$ cat config.mk
export PLATFORM = sky130hd
export DESIGN_NAME = mem_access_stage
export DESIGN_NICKNAME = d
export VERILOG_FILES = /design/src/rtl/mem_stage_pkg.sv /design/src/rtl/mem_timeout_counter.sv /design/src/rtl/mem_access_stage.sv
export SDC_FILE = /design/constraint.sdc
export NUM_CORES = 1
export LEC_CHECK = 0
export CORE_ASPECT_RATIO = 2
export CORE_MARGIN = 2
export CORE_UTILIZATION = 29
export DETAILED_ROUTE_END_ITERATION = 10
export PLACE_DENSITY = 0.84
export SYNTH_ARGS = -nofsm -noshare
export SYNTH_HDL_FRONTEND = slang
export SYNTH_SLANG_ARGS = --single-unit
export TNS_END_PERCENT = 30
$ cat constraint.sdc
create_clock -name clk -period 2.5 [get_ports clk]
set_clock_uncertainty 0.2 [all_clocks]
set_input_delay 0.75 -clock clk [delete_from_list [all_inputs] [get_ports clk]]
set_output_delay 0.75 -clock clk [all_outputs]
set_load 0.005 [all_outputs]
$ cat src/rtl/mem_stage_pkg.sv
// Shared definitions for the MEM pipeline stage: FSM encoding and the
// poison word loaded when a data-memory access times out.
package mem_stage_pkg;

    typedef enum logic [1:0] {
        ST_IDLE = 2'd0,
        ST_WAIT = 2'd1,
        ST_DONE = 2'd2
    } state_t;

    localparam logic [31:0] DEADBEEF_WORD = 32'hDEAD_BEEF;

endpackage

$ cat src/rtl/mem_timeout_counter.sv
// WAIT-cycle watchdog: reloads while clear is high, counts down while enabled,
// and flags the cycle in which the TIMEOUT-th enabled cycle is reached.
module mem_timeout_counter #(
    parameter int TIMEOUT = 16
) (
    input  logic clk,
    input  logic clrn,
    input  logic clear,
    input  logic enable,
    output logic expired
);

    localparam logic [7:0] LOAD = 8'(TIMEOUT - 1);

    logic [7:0] count;

    always_ff @(posedge clk or negedge clrn) begin
        if (!clrn) begin
            count <= 8'd0;
        end else if (clear) begin
            count <= LOAD;
        end else if (enable && (count != 8'd0)) begin
            count <= count - 8'd1;
        end
    end

    assign expired = enable && (count == 8'd0);

endmodule

$ cat src/rtl/mem_access_stage.sv
// MEM pipeline stage: issues data-memory requests, stalls upstream while an
// access is outstanding, and retires misaligned or timed-out accesses safely.
//
// state | meaning
// IDLE  | pass-through; aligned memop issues request, misaligned retires as bubble
// WAIT  | request held stable until ack or watchdog expiry
// DONE  | load data presented for one cycle, pipeline released
module mem_access_stage
    import mem_stage_pkg::*;
#(
    parameter int TIMEOUT = 16
) (
    input  logic        clk,
    input  logic        clrn,
    input  logic        exe_wreg,
    input  logic        exe_m2reg,
    input  logic        exe_wmem,
    input  logic [31:0] exe_alu,
    input  logic [31:0] exe_b,
    input  logic [4:0]  exe_rn,
    input  logic        exe_branch,
    input  logic        dmem_ack,
    input  logic [31:0] dmem_rdata,
    output logic        dmem_req,
    output logic        dmem_we,
    output logic [31:0] dmem_addr,
    output logic [31:0] dmem_wdata,
    output logic        mem_stall,
    output logic        mem_wreg,
    output logic        mem_m2reg,
    output logic        mem_branch,
    output logic [31:0] mem_mo,
    output logic [31:0] mem_alu,
    output logic [4:0]  mem_rn,
    output logic        mem_err
);

    state_t      state, state_nxt;
    logic [31:0] load_data;
    logic        memop, aligned, expired;
    logic        capture, timed_out, misaligned;

    assign memop      = exe_m2reg | exe_wmem;
    assign aligned    = (exe_alu[1:0] == 2'b00);
    assign misaligned = (state == ST_IDLE) && memop && !aligned;
    assign capture    = dmem_ack && (((state == ST_IDLE) && memop && aligned) || (state == ST_WAIT));
    assign timed_out  = (state == ST_WAIT) && !dmem_ack && expired;

    mem_timeout_counter #(.TIMEOUT(TIMEOUT)) u_timeout (
        .clk     (clk),
        .clrn    (clrn),
        .clear   (state != ST_WAIT),
        .enable  (state == ST_WAIT),
        .expired (expired)
    );

    always_ff @(posedge clk or negedge clrn) begin
        if (!clrn) state <= ST_IDLE;
        else       state <= state_nxt;
    end

    always_comb begin
        state_nxt = state;
        case (state)
            ST_IDLE: if (memop && aligned) state_nxt = dmem_ack ? ST_DONE : ST_WAIT;
            ST_WAIT: if (dmem_ack || expired) state_nxt = ST_DONE;
            ST_DONE: state_nxt = ST_IDLE;
            default: state_nxt = ST_IDLE;
        endcase
    end

    always_comb begin
        dmem_req   = 1'b0;
        mem_stall  = 1'b0;
        mem_wreg   = exe_wreg;
        mem_m2reg  = exe_m2reg;
        mem_branch = exe_branch;
        mem_mo     = 32'd0;
        case (state)
            ST_IDLE: begin
                if (memop && aligned) begin
                    dmem_req  = 1'b1;
                    mem_stall = 1'b1;
                end else if (memop) begin
                    mem_wreg  = 1'b0;
                    mem_m2reg = 1'b0;
                end
            end
            ST_WAIT: begin
                dmem_req  = 1'b1;
                mem_stall = 1'b1;
            end
            ST_DONE: mem_mo = load_data;
            default: ;
        endcase
        // Reset must silence the bus even while a memop sits on exe_*.
        if (!clrn) begin
            dmem_req  = 1'b0;
            mem_stall = 1'b0;
        end
        if (mem_stall) begin
            mem_wreg   = 1'b0;
            mem_branch = 1'b0;
        end
    end

    assign dmem_we    = dmem_req & exe_wmem;
    assign dmem_addr  = dmem_req ? {exe_alu[31:2], 2'b00} : 32'd0;
    assign dmem_wdata = dmem_req ? exe_b : 32'd0;
    assign mem_alu    = exe_alu;
    assign mem_rn     = exe_rn;

    always_ff @(posedge clk or negedge clrn) begin
        if (!clrn) begin
            load_data <= 32'd0;
            mem_err   <= 1'b0;
        end else begin
            if (misaligned) mem_err <= 1'b1;
            if (capture) begin
                load_data <= dmem_rdata;
            end else if (timed_out) begin
                load_data <= DEADBEEF_WORD;
                mem_err   <= 1'b1;
            end
        end
    end

endmodule

After elaboration in Yosys (flattened, before gate mapping) --
Cells that the tools add are included.
Storage, ports and cells: bits of input ports 108, bits in registers 43, output and inout bits 140
Operators by class: mux-type cells 25, equal/unequal tests 5, add/sub/neg operators 1, bitwise operators 2, reduce and logical (&&, ||, !) cells 20
Operators with widths (number):
- 32-bit 2-to-1 mux | 5
- 8-bit 2-to-1 mux | 2
- 1-bit 2-to-1 mux | 13
- 1-bit logical AND | 9
- 8-bit logical NOT | 1
- 8-bit nonzero test | 1
- 8-bit by 1-bit subtractor with 8-bit output, second input constant | 1
- 2-bit 2-to-1 mux | 3
- 2-bit logical NOT | 2
- 2-bit by 1-bit != test with 1-bit output, second input constant | 2
- 2-bit one-hot mux with 2 select lines | 1
- 2-bit nonzero test | 2
- 2-bit by 1-bit == test with 1-bit output, second input constant | 1
- 2-bit == test, second input constant | 1
- 1-bit logical NOT | 2
- 1-bit logical OR | 2
- 2-bit != test, second input constant | 1
- 1-bit one-hot mux with 2 select lines | 1
- 2-bit AND reduction | 1
- 1-bit bitwise AND | 1
- 1-bit bitwise OR | 1

Logic depth before layout (Yosys ltp) --
Gate-level depths: netlist of the first run.
depth after elaboration 6, gate-level depth with buffers 8, mapped depth without buffers 7

By module --
A second synthesis of the first run with hierarchy kept.
Unflattened totals: cells, all modules 346, area, all modules 3074.2 um^2
Modules (own cells, without submodules):
- mem_access_stage | instances 1, cells each 296, sequential area each 875.8 um^2, area an instance 2610.0 um^2
- mem_timeout_counter | instances 1, cells each 50, sequential area each 200.2 um^2, area an instance 464.2 um^2

Worst setup path after synthesis of the first run --
Ideal clock, no wire load.
path kind input-to-output, start in exe_alu[1], end out dmem_addr[14], path slack -0.236 ns, data arrival time 1.786 ns, cell stages on the path 6, path through nor2_2 -> a21oi_1 -> nor3b_1 -> clkbuf_2 -> clkbuf_1 -> and2_1
Between the ends: cells in the longest elaborated chain, start to end 6
RTL lines:
- from (decl) | line mem_access_stage.sv:18 | input logic [31:0] exe_alu,
- 2-bit logical NOT | line mem_access_stage.sv:44 | assign aligned = (exe_alu[1:0] == 2'b00);
- 1-bit logical AND | line mem_access_stage.sv:81 | if (memop && aligned) begin
- 1-bit 2-to-1 mux | line mem_access_stage.sv:81
- 1-bit one-hot mux with 2 select lines | line mem_access_stage.sv:79 | case (state)
- 1-bit 2-to-1 mux | line mem_access_stage.sv:97 | if (!clrn) begin
- 32-bit 2-to-1 mux | line mem_access_stage.sv:108 | assign dmem_addr = dmem_req ? {exe_alu[31:2], 2'b00} : 32'd0;
- to (decl) | line mem_access_stage.sv:26 | output logic [31:0] dmem_addr,
No other way between the ends.

Final worst setup path of the first run --
start in exe_wmem, end out dmem_wdata[29]
Between the ends: cells in the longest elaborated chain, start to end 6
RTL lines:
- from (decl) | line mem_access_stage.sv:17 | input logic exe_wmem,
- 1-bit bitwise OR | line mem_access_stage.sv:43 | assign memop = exe_m2reg | exe_wmem;
- 1-bit logical AND | line mem_access_stage.sv:81
- 1-bit 2-to-1 mux | line mem_access_stage.sv:81
- 1-bit one-hot mux with 2 select lines | line mem_access_stage.sv:79
- 1-bit 2-to-1 mux | line mem_access_stage.sv:97
- 32-bit 2-to-1 mux | line mem_access_stage.sv:109 | assign dmem_wdata = dmem_req ? exe_b : 32'd0;
- to (decl) | line mem_access_stage.sv:27 | output logic [31:0] dmem_wdata,
No other way between the ends.

==> results of run 1 <==
-- what timing repair did --
action	4_1_cts	5_1_grt
hold buffers	0	0
buffers inserted	14	14
endpoints found under the setup margin	132	111
pin swaps	8	18
gates resized for setup	254	158
gates cloned	5	2
-- cell type report --
cell class                 count  share of cell area [%]
multi-input combinational    181                    26.1
timing repair buffer         276                    48.6
antenna                        1                  0.0455
clock inverter                 1                   0.137
clock buffer                   7                    2.78
sequential                    43                    19.6
inverter                       5                   0.433
tap                          104                    2.37
-- worst reg2reg max path, stage by stage (launching register included) --
cell and delay (ns):
sky130_fd_sc_hd__dfrtp_1 0.43, sky130_fd_sc_hd__inv_1 0.12, sky130_fd_sc_hd__ha_1 0.16, sky130_fd_sc_hd__nor3b_1 0.44
sky130_fd_sc_hd__nand2_4 0.18, sky130_fd_sc_hd__a2bb2oi_4 0.22, sky130_fd_sc_hd__buf_4 0.18, sky130_fd_sc_hd__a22o_2 0.21
-- kinds of logic (layout without fill, tap and decap cells) --
kind of cell               after synthesis  count (layout)  share of synthesized area [%]
other                                    1               3                          0.135
adders and majority gates                2               2                          0.903
DFF                                     43              43                           38.8
buffers and inverters                   60             289                           14.9
and+or+nand+nor                        125             125                           28.4
AOI/OAI and AO/OA                       47              47                           15.2
xor gates and xnor gates                 5               5                           1.58
-- flip-flops by register name, indices dropped and copies added (netlist names) --
signal,count
state,2
load_data,32
mem_err,1
u_timeout.count,8
-- layer usage --
metal  share of wire (%)  track usage [%]
met5                0.23                0
met4                 1.0             5.56
met3                  18             17.3
met2                  49             41.2
met1                  32             23.7
-- how the worst max path moves through the flow --
stage / startpoint / to / cells after the start
final: exe_wmem / dmem_wdata[29] / 11
after global routing: exe_wmem / dmem_wdata[29] / 11
after CTS: exe_m2reg / dmem_wdata[27] / 12
after detailed placement: exe_alu[1] / dmem_wdata[23] / 7
after global placement: exe_m2reg / mem_wreg / 7
after floorplan: exe_m2reg / dmem_addr[14] / 6
-- report_power, final --
part	internal [mW]	switching [mW]	leakage, nW	total, mW
logic	0.535	0.282	1.94	0.816
registers	0.827	0.0722	0.486	0.899
clock network	0.425	0.273	0.0761	0.698
total	1.79	0.627	2.50	2.41
-- cells in the final DEF, fill, tap and decap left out, types with 2 or more instances in the layout --
cell,instances
sky130_fd_sc_hd__buf_6,40
sky130_fd_sc_hd__buf_16,3
sky130_fd_sc_hd__o22a_2,5
sky130_fd_sc_hd__ha_1,2
sky130_fd_sc_hd__clkbuf_8,2
sky130_fd_sc_hd__nor2b_1,3
sky130_fd_sc_hd__o22a_1,19
sky130_fd_sc_hd__xor2_1,3
sky130_fd_sc_hd__nor2_1,6
sky130_fd_sc_hd__clkbuf_2,40
sky130_fd_sc_hd__o21ai_0,2
sky130_fd_sc_hd__and2_1,56
sky130_fd_sc_hd__nand2_1,4
sky130_fd_sc_hd__buf_2,10
sky130_fd_sc_hd__a2111oi_0,2
sky130_fd_sc_hd__and2_2,2
sky130_fd_sc_hd__buf_8,5
sky130_fd_sc_hd__clkbuf_16,7
sky130_fd_sc_hd__xnor2_1,2
sky130_fd_sc_hd__a21oi_1,2
sky130_fd_sc_hd__clkdlybuf4s15_1,6
sky130_fd_sc_hd__a22o_2,8
sky130_fd_sc_hd__dlygate4sd2_1,13
sky130_fd_sc_hd__buf_4,18
sky130_fd_sc_hd__buf_12,6
sky130_fd_sc_hd__conb_1,2
sky130_fd_sc_hd__clkdlybuf4s50_1,132
sky130_fd_sc_hd__dfrtp_1,43
sky130_fd_sc_hd__inv_1,4
sky130_fd_sc_hd__and2_4,40
==> qor.yml, run 1 <==
hold_path:
  min_delay_worst_endpoint: "load_data[1]"
  hold_path.class: "reg -> reg"
  min_path_cells: 1
  hold_path_startpoint: "load_data[1]"
sta:
  final-max-slew-violation-count: 0
  finalHoldWorstSlack_ns: 0.282
  timing.final.crit_period_ns: 3.12
  max_freq_mhz: 321
  final.setup.worst_slack_ns: -0.619
  final.setup.tns_ns: -37.90
  worst_slew_pin_slew_ns: 0.545
  setup-violations-final: 99
  timing_hold_violations_final: 0
  grt_setup_unrepaired: "yes"
  timing.final.crit_share_pct: 125
  relSlewSlack_pct: 63.7
logic_synthesis:
  synth-seq-cells: 43
  syn_inst: 283
  synth_edf_count: 0
  netlist_top_cells_area: "sky130_fd_sc_hd__dfrtp_1 39%, sky130_fd_sc_hd__and2_1 22%, sky130_fd_sc_hd__buf_4 11%"
  synthDistinctLibCells: 42
  synth.cell_area_mm2: 0.00277
  synth_warnings: 0
  synthMostInstantiatedCell: "sky130_fd_sc_hd__and2_1"
  synth_top_flop_cell: "sky130_fd_sc_hd__dfrtp_1"
  ys_async_sr_fraction_pct: 100
  synth_top_cell_area_share_pct: 38.8
  syn_area_per_cell_um2: 9.79
  top_cell_types_by_occurrence_after_synthesis: "96 x sky130_fd_sc_hd__and2_1, 43 x sky130_fd_sc_hd__dfrtp_1, 40 x sky130_fd_sc_hd__buf_4"
  synthDominantAreaCellType: "sky130_fd_sc_hd__dfrtp_1"
  synth_seq_area_share_pct: 38.8
clock_network:
  cts_buffers: 5
  htree_levels: 2
  cts-root-buf: "sky130_fd_sc_hd__clkbuf_16"
  tritoncts: "built"
  clk_pin_slew_worst_paths_ns: 0.06
  tritoncts_num_sinks: 43
  clock_latency_ns: 0.29
  maximum_root_to_sink_buffer_count: 2
critical_path:
  worst_path_buf_inv: 7
  reg2reg_slack_ns: 0.24
  cp_top_family: "buffers and inverters"
  timing.rr.end: "load_data[20]"
  cpMostUsedCell: "sky130_fd_sc_hd__buf_6"
  start_kind: "primary input"
  max_stage_delay_ns: 0.26
  critical_path_required_ns: 1.55
  cp-end-kind: "primary output"
  timing.setup.critical_path_class: "in -> out"
  critical-path-slowest-cell: "sky130_fd_sc_hd__or2_4"
  path_max_fanout: 4
  ff2ff_path_depth: 7
  critical_path.reg2reg.startpoint: "u_timeout.count[0]"
  crit_path_cells: "buf_6 -> or2_4 -> a21oi_4 -> nor3b_4 -> buf_6 -> buf_12 -> buf_6 -> buf_8 -> buf_6 -> and2_4 -> buf_6"
  critical_path_arrival_ns: 2.17
grt:
  grt_start_max_net_pins: 44
  grtUsageTotal_pct: 24.4
  grt_antenna_before_repair: 4
  grt_pass1_wl_mm: 18.3
  grt_pass1_vias: 3160
  grt-ovfl-total: 0
drt:
  route.vias.total: 2984
  detailedRoute.firstPassIterationCount: 4
  number_of_design_rule_violations_left_by_the_first_detailed_router_iteration: 47
  routed_via_density: 4.83
  avgRoutedWirePerCell_um: 21.1
  drtAntennaViolNets: 0
  wl_mm: 13.0
  drc: 0
place:
  gp_routability_congestion: 0.839
  detailedPlace.worstSlack_ns: -1.12
  portBuffers: 235
  place_hpwl_mm: 9.80
  placedInstanceArea_mm2: 0.00503
  dpl.cell_count: 583
layout:
  finish.cell_count_without_fillers: 618
  finish.utilization_pct: 59.0
  multi_input_comb_area_mm2: 0.00143
  seqCellArea_mm2: 0.00108
  final_area_mm2: 0.00550
  layout-drive-gt1-share_pct: 39.6
  nFillCells: 798
  area_growth_pct: 98.3
  nets: 622
floorplan:
  die-area_mm2: 0.0104
  ioPinCount: 248
  initial_core_utilization_pct: 29.7
  dieWidth_um: 73.1
  rows: 50
  overall_die_height_um: 142
  fp.coreArea_mm2: 0.00932
outcome:
  outcome: "complete, but fails checks"
  violations: "negative setup slack"
pwr:
  p_total_mw: 2.41
  vdd.ir_drop.worst_uv: 768
  p_leak_nw: 2.50
  power.density_mw_per_mm2: 439
job:
  total_of_max_cap_violations: 0
Power figures use the tool's default switching activity.
==> inputs of run 2 (changes only) <==
--- a/config.mk
+++ b/config.mk
@@ -10,6 +10,7 @@
 export CORE_UTILIZATION = 29
 export DETAILED_ROUTE_END_ITERATION = 10
 export PLACE_DENSITY = 0.84
+export SLEW_MARGIN = 15
 export SYNTH_ARGS = -nofsm -noshare
 export SYNTH_HDL_FRONTEND = slang
 export SYNTH_SLANG_ARGS = --single-unit
==> constraint.sdc (replaced) <==
create_clock -name clk -period 2.7 [get_ports clk]
set_clock_uncertainty 0.2 [all_clocks]
set_input_delay 0.81 -clock clk [delete_from_list [all_inputs] [get_ports clk]]
set_output_delay 0.81 -clock clk [all_outputs]
set_load 0.005 [all_outputs]
==> qor.yml, run 2 (synthesized netlist as in run 1, its figures left out) <==
sta:
  timing.final.crit_period_ns: 3.06
  timing.final.crit_share_pct: 113
  worst_slew_pin_slew_ns: 0.561  # +0.0161 ns
  final.setup.tns_ns: -24.22  # +13.68 ns
  final.setup.worst_slack_ns: -0.361  # +0.258 ns
  setup-violations-final: 100  # +1.0%
  grt_setup_unrepaired: "yes"
  final-max-slew-violation-count: 0  # unchanged
  finalHoldWorstSlack_ns: 0.282  # +0.000296 ns
  max_freq_mhz: 327
  relSlewSlack_pct: 62.6  # -1.1 points
  timing_hold_violations_final: 0  # unchanged
clock_network:
  maximum_root_to_sink_buffer_count: 2  # unchanged
  cts-root-buf: "sky130_fd_sc_hd__clkbuf_16"
  cts_buffers: 5  # unchanged
  htree_levels: 2  # unchanged
  cts_hold_buffers: 0  # unchanged
  tritoncts: "built"
  clock_latency_ns: 0.28  # about the same
  tritoncts_num_sinks: 43  # unchanged
  clk_pin_slew_worst_paths_ns: 0.06  # about the same
hold_path:
  min_delay_worst_endpoint: "load_data[7]"
  hold_path.class: "reg -> reg"
  min_path_cells: 1  # unchanged
  hold_path_startpoint: "load_data[7]"
floorplan:
  dieWidth_um: 73.1  # unchanged
  ioPinCount: 248  # unchanged
  die-area_mm2: 0.0104  # unchanged
  fp.coreArea_mm2: 0.00932  # unchanged
  initial_core_utilization_pct: 29.7  # unchanged
  rows: 50  # unchanged
  overall_die_height_um: 142  # unchanged
drt:
  route.vias.total: 2943  # -1.4%
  avgRoutedWirePerCell_um: 21.6  # +2.4%
  drc: 0  # unchanged
  number_of_design_rule_violations_left_by_the_first_detailed_router_iteration: 33  # -30%
  routed_via_density: 4.91  # +1.8%
  detailedRoute.firstPassIterationCount: 4  # unchanged
  wl_mm: 12.9  # -0.71%
  drtAntennaViolNets: 0  # unchanged
pwr:
  sequentialPowerShare_pct: 38.8  # +1.5 points
  combinationalPowerShare_pct: 33.0  # -0.8 points
  p_total_mw: 2.14  # -11%
  switching_power_mw: 0.562  # -11%
  internal_power_mw: 1.58  # -11%
  power.density_mw_per_mm2: 406  # -7.6%
  p_leak_nw: 2.39  # -4.3%
  vdd.ir_drop.worst_uv: 713  # -7.1%
  p_sw_share_pct: 26.2  # +0.21 points
  share_clk_of_total_power_pct: 28.2  # -0.7 points
grt:
  grt_pass1_wl_mm: 18.0  # -1.7%
  grt-ovfl-total: 0  # unchanged
  grtUsageTotal_pct: 23.9  # -0.52 points
  grt_start_max_net_pins: 44  # unchanged
  grt_pass1_vias: 3091  # -2.2%
  grt_antenna_before_repair: 0  # -4
critical_path:
  path_max_fanout: 8  # +4
  reg2reg_slack_ns: 0.49  # +0.25 ns
  cp-startpoint: "exe_m2reg"
  timing.rr.end: "load_data[20]"
  ff2ff_path_depth: 7  # unchanged
  timing.setup.critical_path_class: "in -> out"
  cp-end-kind: "primary output"
  start_kind: "primary input"
  critical_path.reg2reg.startpoint: "u_timeout.count[0]"
  critical_path_required_ns: 1.69  # +0.14 ns
  critical_path_arrival_ns: 2.05  # -0.12 ns
layout:
  area_growth_pct: 90.6
  most-common-layout-cells: "132 x sky130_fd_sc_hd__clkdlybuf4s50_1, 68 x sky130_fd_sc_hd__and2_1, 43 x sky130_fd_sc_hd__dfrtp_1"
  seqCellArea_mm2: 0.00108  # unchanged
  largest_register_ffs: 32  # unchanged
  nFillCells: 830  # +4.0%
  layout-drive-gt1-share_pct: 31.7  # -7.9 points
  multi_input_comb_area_mm2: 0.00140  # -2.5%
  commonest_non_fill_non_tap_cell_in_the_layout: "sky130_fd_sc_hd__clkdlybuf4s50_1"
  nets: 605  # -2.7%
  largest-register: "load_data"
  top_regs: "load_data (32), u_timeout.count (8), state (2)"
  antenna_cells: 0  # -1
outcome:
  outcome: "complete, but fails checks"
  violations: "negative setup slack"
place:
  gp_routability_congestion: 0.824  # -1.7%
  place_hpwl_mm: 9.72  # -0.81%
  portBuffers: 235  # unchanged
job:
  total_of_max_cap_violations: 0  # unchanged
==> run 2: changes by cell type in the layout (fill, tap and decap cells not counted), sizes merged <==
cell           before  now
clkinv              0    1
clkinvlp            1    0
dlygate4sd2        13   30
clkdlybuf4s15       7    5
diode               1    0
clkbuf             49   24
buf                82   74
==> run 2: power groups by stage <==
stage | registers (mW) | clock network, mW | logic [mW]
after global routing | 0.846 | 0.632 | 0.766
final | 0.832 | 0.603 | 0.708
after global placement | 0.834 | 0 | 0.659
after detailed placement | 0.840 | 0 | 0.671
after floorplan | 0.818 | 0 | 0.280
after CTS | 0.832 | 0.620 | 0.686
==> run 2: layout make-up <==
type                       instances  area share (%)
clock inverter                     1          0.0948
timing repair buffer             259            47.5
clock buffer                       6            2.63
tap                              104            2.46
sequential                        43            20.4
inverter                           5           0.450
multi-input combinational        181            26.4
==> run 2: worst max-delay path: stages <==
cell and delay [ns]:
sky130_fd_sc_hd__buf_2 0.11, sky130_fd_sc_hd__or2_4 0.24, sky130_fd_sc_hd__a21oi_4 0.16, sky130_fd_sc_hd__nor3b_4 0.07, sky130_fd_sc_hd__buf_6 0.16, sky130_fd_sc_hd__buf_16 0.15
sky130_fd_sc_hd__buf_6 0.11, sky130_fd_sc_hd__and2_4 0.12, sky130_fd_sc_hd__buf_6 0.11
==> run 2: per-layer routing <==
layer / global-route usage [%] / up-vias / part of all wire, %
met1: 23.0 / 1369 / 31
met5: 0 / - / 0
met4: 7.02 / 0 / 1.5
met2: 37.9 / 241 / 47
met3: 19.8 / 8 / 21
li1: - / 1325 / -
==> run 2: worst max-delay path by stage <==
stage                           to  slack [ns]  depth (start not counted)
floorplan            dmem_addr[14]       -0.03                          6
global placement    dmem_wdata[31]       -1.12                          7
detailed placement  dmem_wdata[26]       -1.17                          7
CTS                  dmem_addr[21]       -0.38                          9
global route        dmem_wdata[31]       -0.41                          9
finish              dmem_wdata[31]       -0.36                          9
==> run 2: timing repair <==
| action | CTS | global route |
|---|---|---|
| buffers inserted | 6 | 1 |
| gates resized for setup | 285 | 77 |
| pin swaps | 17 | 16 |
| gates cloned | 3 | 4 |
| setup endpoints to repair | 132 | 100 |
==> run 2: metrics by stage <==
stage / instance area (um^2) / instances / utilization (%) / setup slack [ns]
after floorplan: 2790 / 284 / - / -0.0326
after global placement: 5000 / 579 / 53.6 / -1.12
after detailed placement: 5000 / 579 / 53.6 / -1.17
after CTS: 5250 / 595 / 56.3 / -0.378
after global routing: 5280 / 599 / 56.7 / -0.409
final: 5280 / 599 / 56.7 / -0.361
==> inputs of run 3 (changes only) <==
--- a/config.mk
+++ b/config.mk
@@ -9,6 +9,7 @@
 export CORE_MARGIN = 2
 export CORE_UTILIZATION = 29
 export DETAILED_ROUTE_END_ITERATION = 10
+export GPL_TIMING_DRIVEN = 0
 export PLACE_DENSITY = 0.84
 export SLEW_MARGIN = 15
 export SYNTH_ARGS = -nofsm -noshare
==> qor.yml, run 3 (synthesized netlist as in run 1, its figures left out) <==
layout:
  layout-drive-gt1-share_pct: 45.9  # +14 points
  area_growth_pct: 107
  final_area_mm2: 0.00573  # +8.5%
  commonest_non_fill_non_tap_cell_in_the_layout: "sky130_fd_sc_hd__clkdlybuf4s50_1"
  nFillCells: 778  # -6.3%
  nets: 662  # +9.4%
  most-common-layout-cells: "138 x sky130_fd_sc_hd__clkdlybuf4s50_1, 77 x sky130_fd_sc_hd__buf_4, 53 x sky130_fd_sc_hd__and2_1"
  finish.cell_count_without_fillers: 657  # +9.7%
  top_regs: "load_data (32), u_timeout.count (8), state (2)"
  seqCellArea_mm2: 0.00108  # unchanged
  largest-register: "load_data"
  multi_input_comb_area_mm2: 0.00142  # +2.0%
  largest_register_ffs: 32  # unchanged
  antenna_cells: 0  # unchanged
place:
  place_hpwl_mm: 10.3  # +6.3%
  detailedPlace.worstSlack_ns: -1.46  # -0.287 ns
  gp_routability_congestion: 0.847  # +2.8%
  dpl.cell_count: 629  # +8.6%
  portBuffers: 240  # +2.1%
  placedInstanceArea_mm2: 0.00534  # +6.8%
pwr:
  p_total_mw: 2.26  # +5.3%
  vdd.ir_drop.worst_uv: 604  # -15%
  p_leak_nw: 2.67  # +12%
  power.density_mw_per_mm2: 394  # -2.9%
clock_network:
  clock_latency_ns: 0.28  # about the same
  cts-root-buf: "sky130_fd_sc_hd__clkbuf_16"
  tritoncts_num_sinks: 43  # unchanged
  maximum_root_to_sink_buffer_count: 2  # unchanged
  tritoncts: "built"
  cts_hold_buffers: 0  # unchanged
  clk_pin_slew_worst_paths_ns: 0.06  # about the same
  htree_levels: 2  # unchanged
  cts_buffers: 5  # unchanged
sta:
  timing.final.crit_share_pct: 121  # +7.4 points
  final-max-slew-violation-count: 0  # unchanged
  setup-violations-final: 100  # unchanged
  timing.final.crit_period_ns: 3.26  # +0.200 ns
  max_freq_mhz: 307  # -6.1%
  final.setup.tns_ns: -38.50  # -14.28 ns
  relSlewSlack_pct: 65.5  # +2.9 points
  final.setup.worst_slack_ns: -0.560  # -0.200 ns
  worst_slew_pin_slew_ns: 0.505  # -0.0563 ns
  grt_setup_unrepaired: "yes"
  timing_hold_violations_final: 0  # unchanged
job:
  total_of_max_cap_violations: 0  # unchanged
grt:
  grt-ovfl-total: 0  # unchanged
  grt_pass1_wl_mm: 19.0  # +5.6%
  grt_pass1_vias: 3389  # +9.6%
  grt_start_max_net_pins: 27  # -39%
  grtUsageTotal_pct: 24.7  # +0.80 points
  grt_antenna_before_repair: 1  # +1
drt:
  wl_mm: 12.8  # -0.97%
  drc: 0  # unchanged
  avgRoutedWirePerCell_um: 19.5  # -9.7%
  route.vias.total: 3076  # +4.5%
  number_of_design_rule_violations_left_by_the_first_detailed_router_iteration: 21  # -36%
  routed_via_density: 4.68  # -4.7%
  drtAntennaViolNets: 0  # unchanged
  detailedRoute.firstPassIterationCount: 4  # unchanged
hold_path:
  hold_path.class: "in -> async"
critical_path:
  cpMostUsedCell: "sky130_fd_sc_hd__buf_6"
  critical_path_required_ns: 1.69  # about the same
  max_stage_delay_ns: 0.26  # +0.02 ns
  crit_path_cells: "buf_6 -> or2_4 -> a21oi_4 -> nor3b_4 -> buf_6 -> buf_8 -> buf_12 -> buf_8 -> buf_6 -> and2_4 -> buf_6"
  path_max_fanout: 6  # -2
  start_kind: "primary input"
  timing.setup.critical_path_class: "in -> out"
  worst_path_buf_inv: 7  # +2
  critical-path-slowest-cell: "sky130_fd_sc_hd__or2_4"
  cp-end-kind: "primary output"
  critical_path_arrival_ns: 2.25  # +0.20 ns
  cp_top_family: "buffers and inverters"
floorplan:
  die-area_mm2: 0.0104  # unchanged
  fp.coreArea_mm2: 0.00932  # unchanged
  rows: 50  # unchanged
  overall_die_height_um: 142  # unchanged
  ioPinCount: 248  # unchanged
  dieWidth_um: 73.1  # unchanged
  initial_core_utilization_pct: 29.7  # unchanged
outcome:
  violations: "negative setup slack"
  outcome: "complete, but fails checks"
==> run 3: changes by cell type in the layout (fill, tap and decap cells not counted), moves of 4 or more <==
cell	delta
sky130_fd_sc_hd__buf_4	+67
sky130_fd_sc_hd__dlygate4sd2_1	-30
sky130_fd_sc_hd__and2_1	-15
sky130_fd_sc_hd__and2_4	+15
sky130_fd_sc_hd__buf_6	+11
sky130_fd_sc_hd__buf_8	+8
sky130_fd_sc_hd__clkdlybuf4s50_1	+6
sky130_fd_sc_hd__clkdlybuf4s15_1	-5
sky130_fd_sc_hd__clkbuf_8	+4
==> run 3: path summary, 6_finish.rpt <==
check	start	slack (ns)	depth (start not counted)	to
min in group clk	load_data[13]	0.28	1	load_data[13]
setup / recovery	exe_m2reg	-0.56	11	dmem_wdata[7]
hold reg to reg	load_data[13]	0.28	1	load_data[13]
setup reg to reg	u_timeout.count[0]	0.42	8	load_data[11]
max in group asynchronous	clrn	1.67	2	load_data[22]
hold / removal	clrn	0.20	1	load_data[15]
==> run 3: layout make-up <==
cell class | instances | area share [%]
Buffer | 54 | 7.99
Clock buffer | 7 | 2.66
Clock inverter | 1 | 0.131
Inverter | 5 | 0.415
Multi-Input combinational cell | 181 | 24.8
Sequential cell | 43 | 18.8
Tap cell | 104 | 2.27
Timing Repair Buffer | 262 | 42.9
==> run 3: timing repair <==
action,in CTS,in global routing
pin swaps,43,6
gates resized for setup,364,58
buffers inserted,15,2
setup endpoints to repair,132,100
cloned,5,0
endpoints found under the hold margin,0,0
==> run 3: where the power goes <==
part           switching (mW)  internal [mW]
combinational           0.262          0.520
clock                   0.245          0.393
sequential             0.0715          0.766
total                   0.579           1.68
==> run 3: routing by layer <==
layer	GRT usage (%)	up-vias	part of all wire, %
met1	21.7	1418	29
met2	41.8	214	48
li1	-	1434	-
met3	20.7	8	21
met5	0	-	0.10
met4	5.85	2	0.96
==> run 3: worst reg2reg max path, stage by stage, from the launching register on <==
cell and delay (ns):
sky130_fd_sc_hd__dfrtp_1 0.44, sky130_fd_sc_hd__inv_1 0.13, sky130_fd_sc_hd__ha_1 0.16, sky130_fd_sc_hd__nor3b_1 0.45, sky130_fd_sc_hd__nand2_4 0.18, sky130_fd_sc_hd__a2bb2oi_4 0.26, sky130_fd_sc_hd__inv_6 0.12, sky130_fd_sc_hd__buf_8 0.13
sky130_fd_sc_hd__o22a_1 0.15
==> run 3: stage by stage <==
| step | hold slack, ns | util, % |
|---|---|---|
| after floorplan | 0.252 | - |
| after global placement | 0.263 | 57.1 |
| after detailed placement | 0.271 | 57.2 |
| after CTS | 0.200 | 61.1 |
| after global routing | 0.213 | 61.5 |
| final | 0.198 | 61.5 |
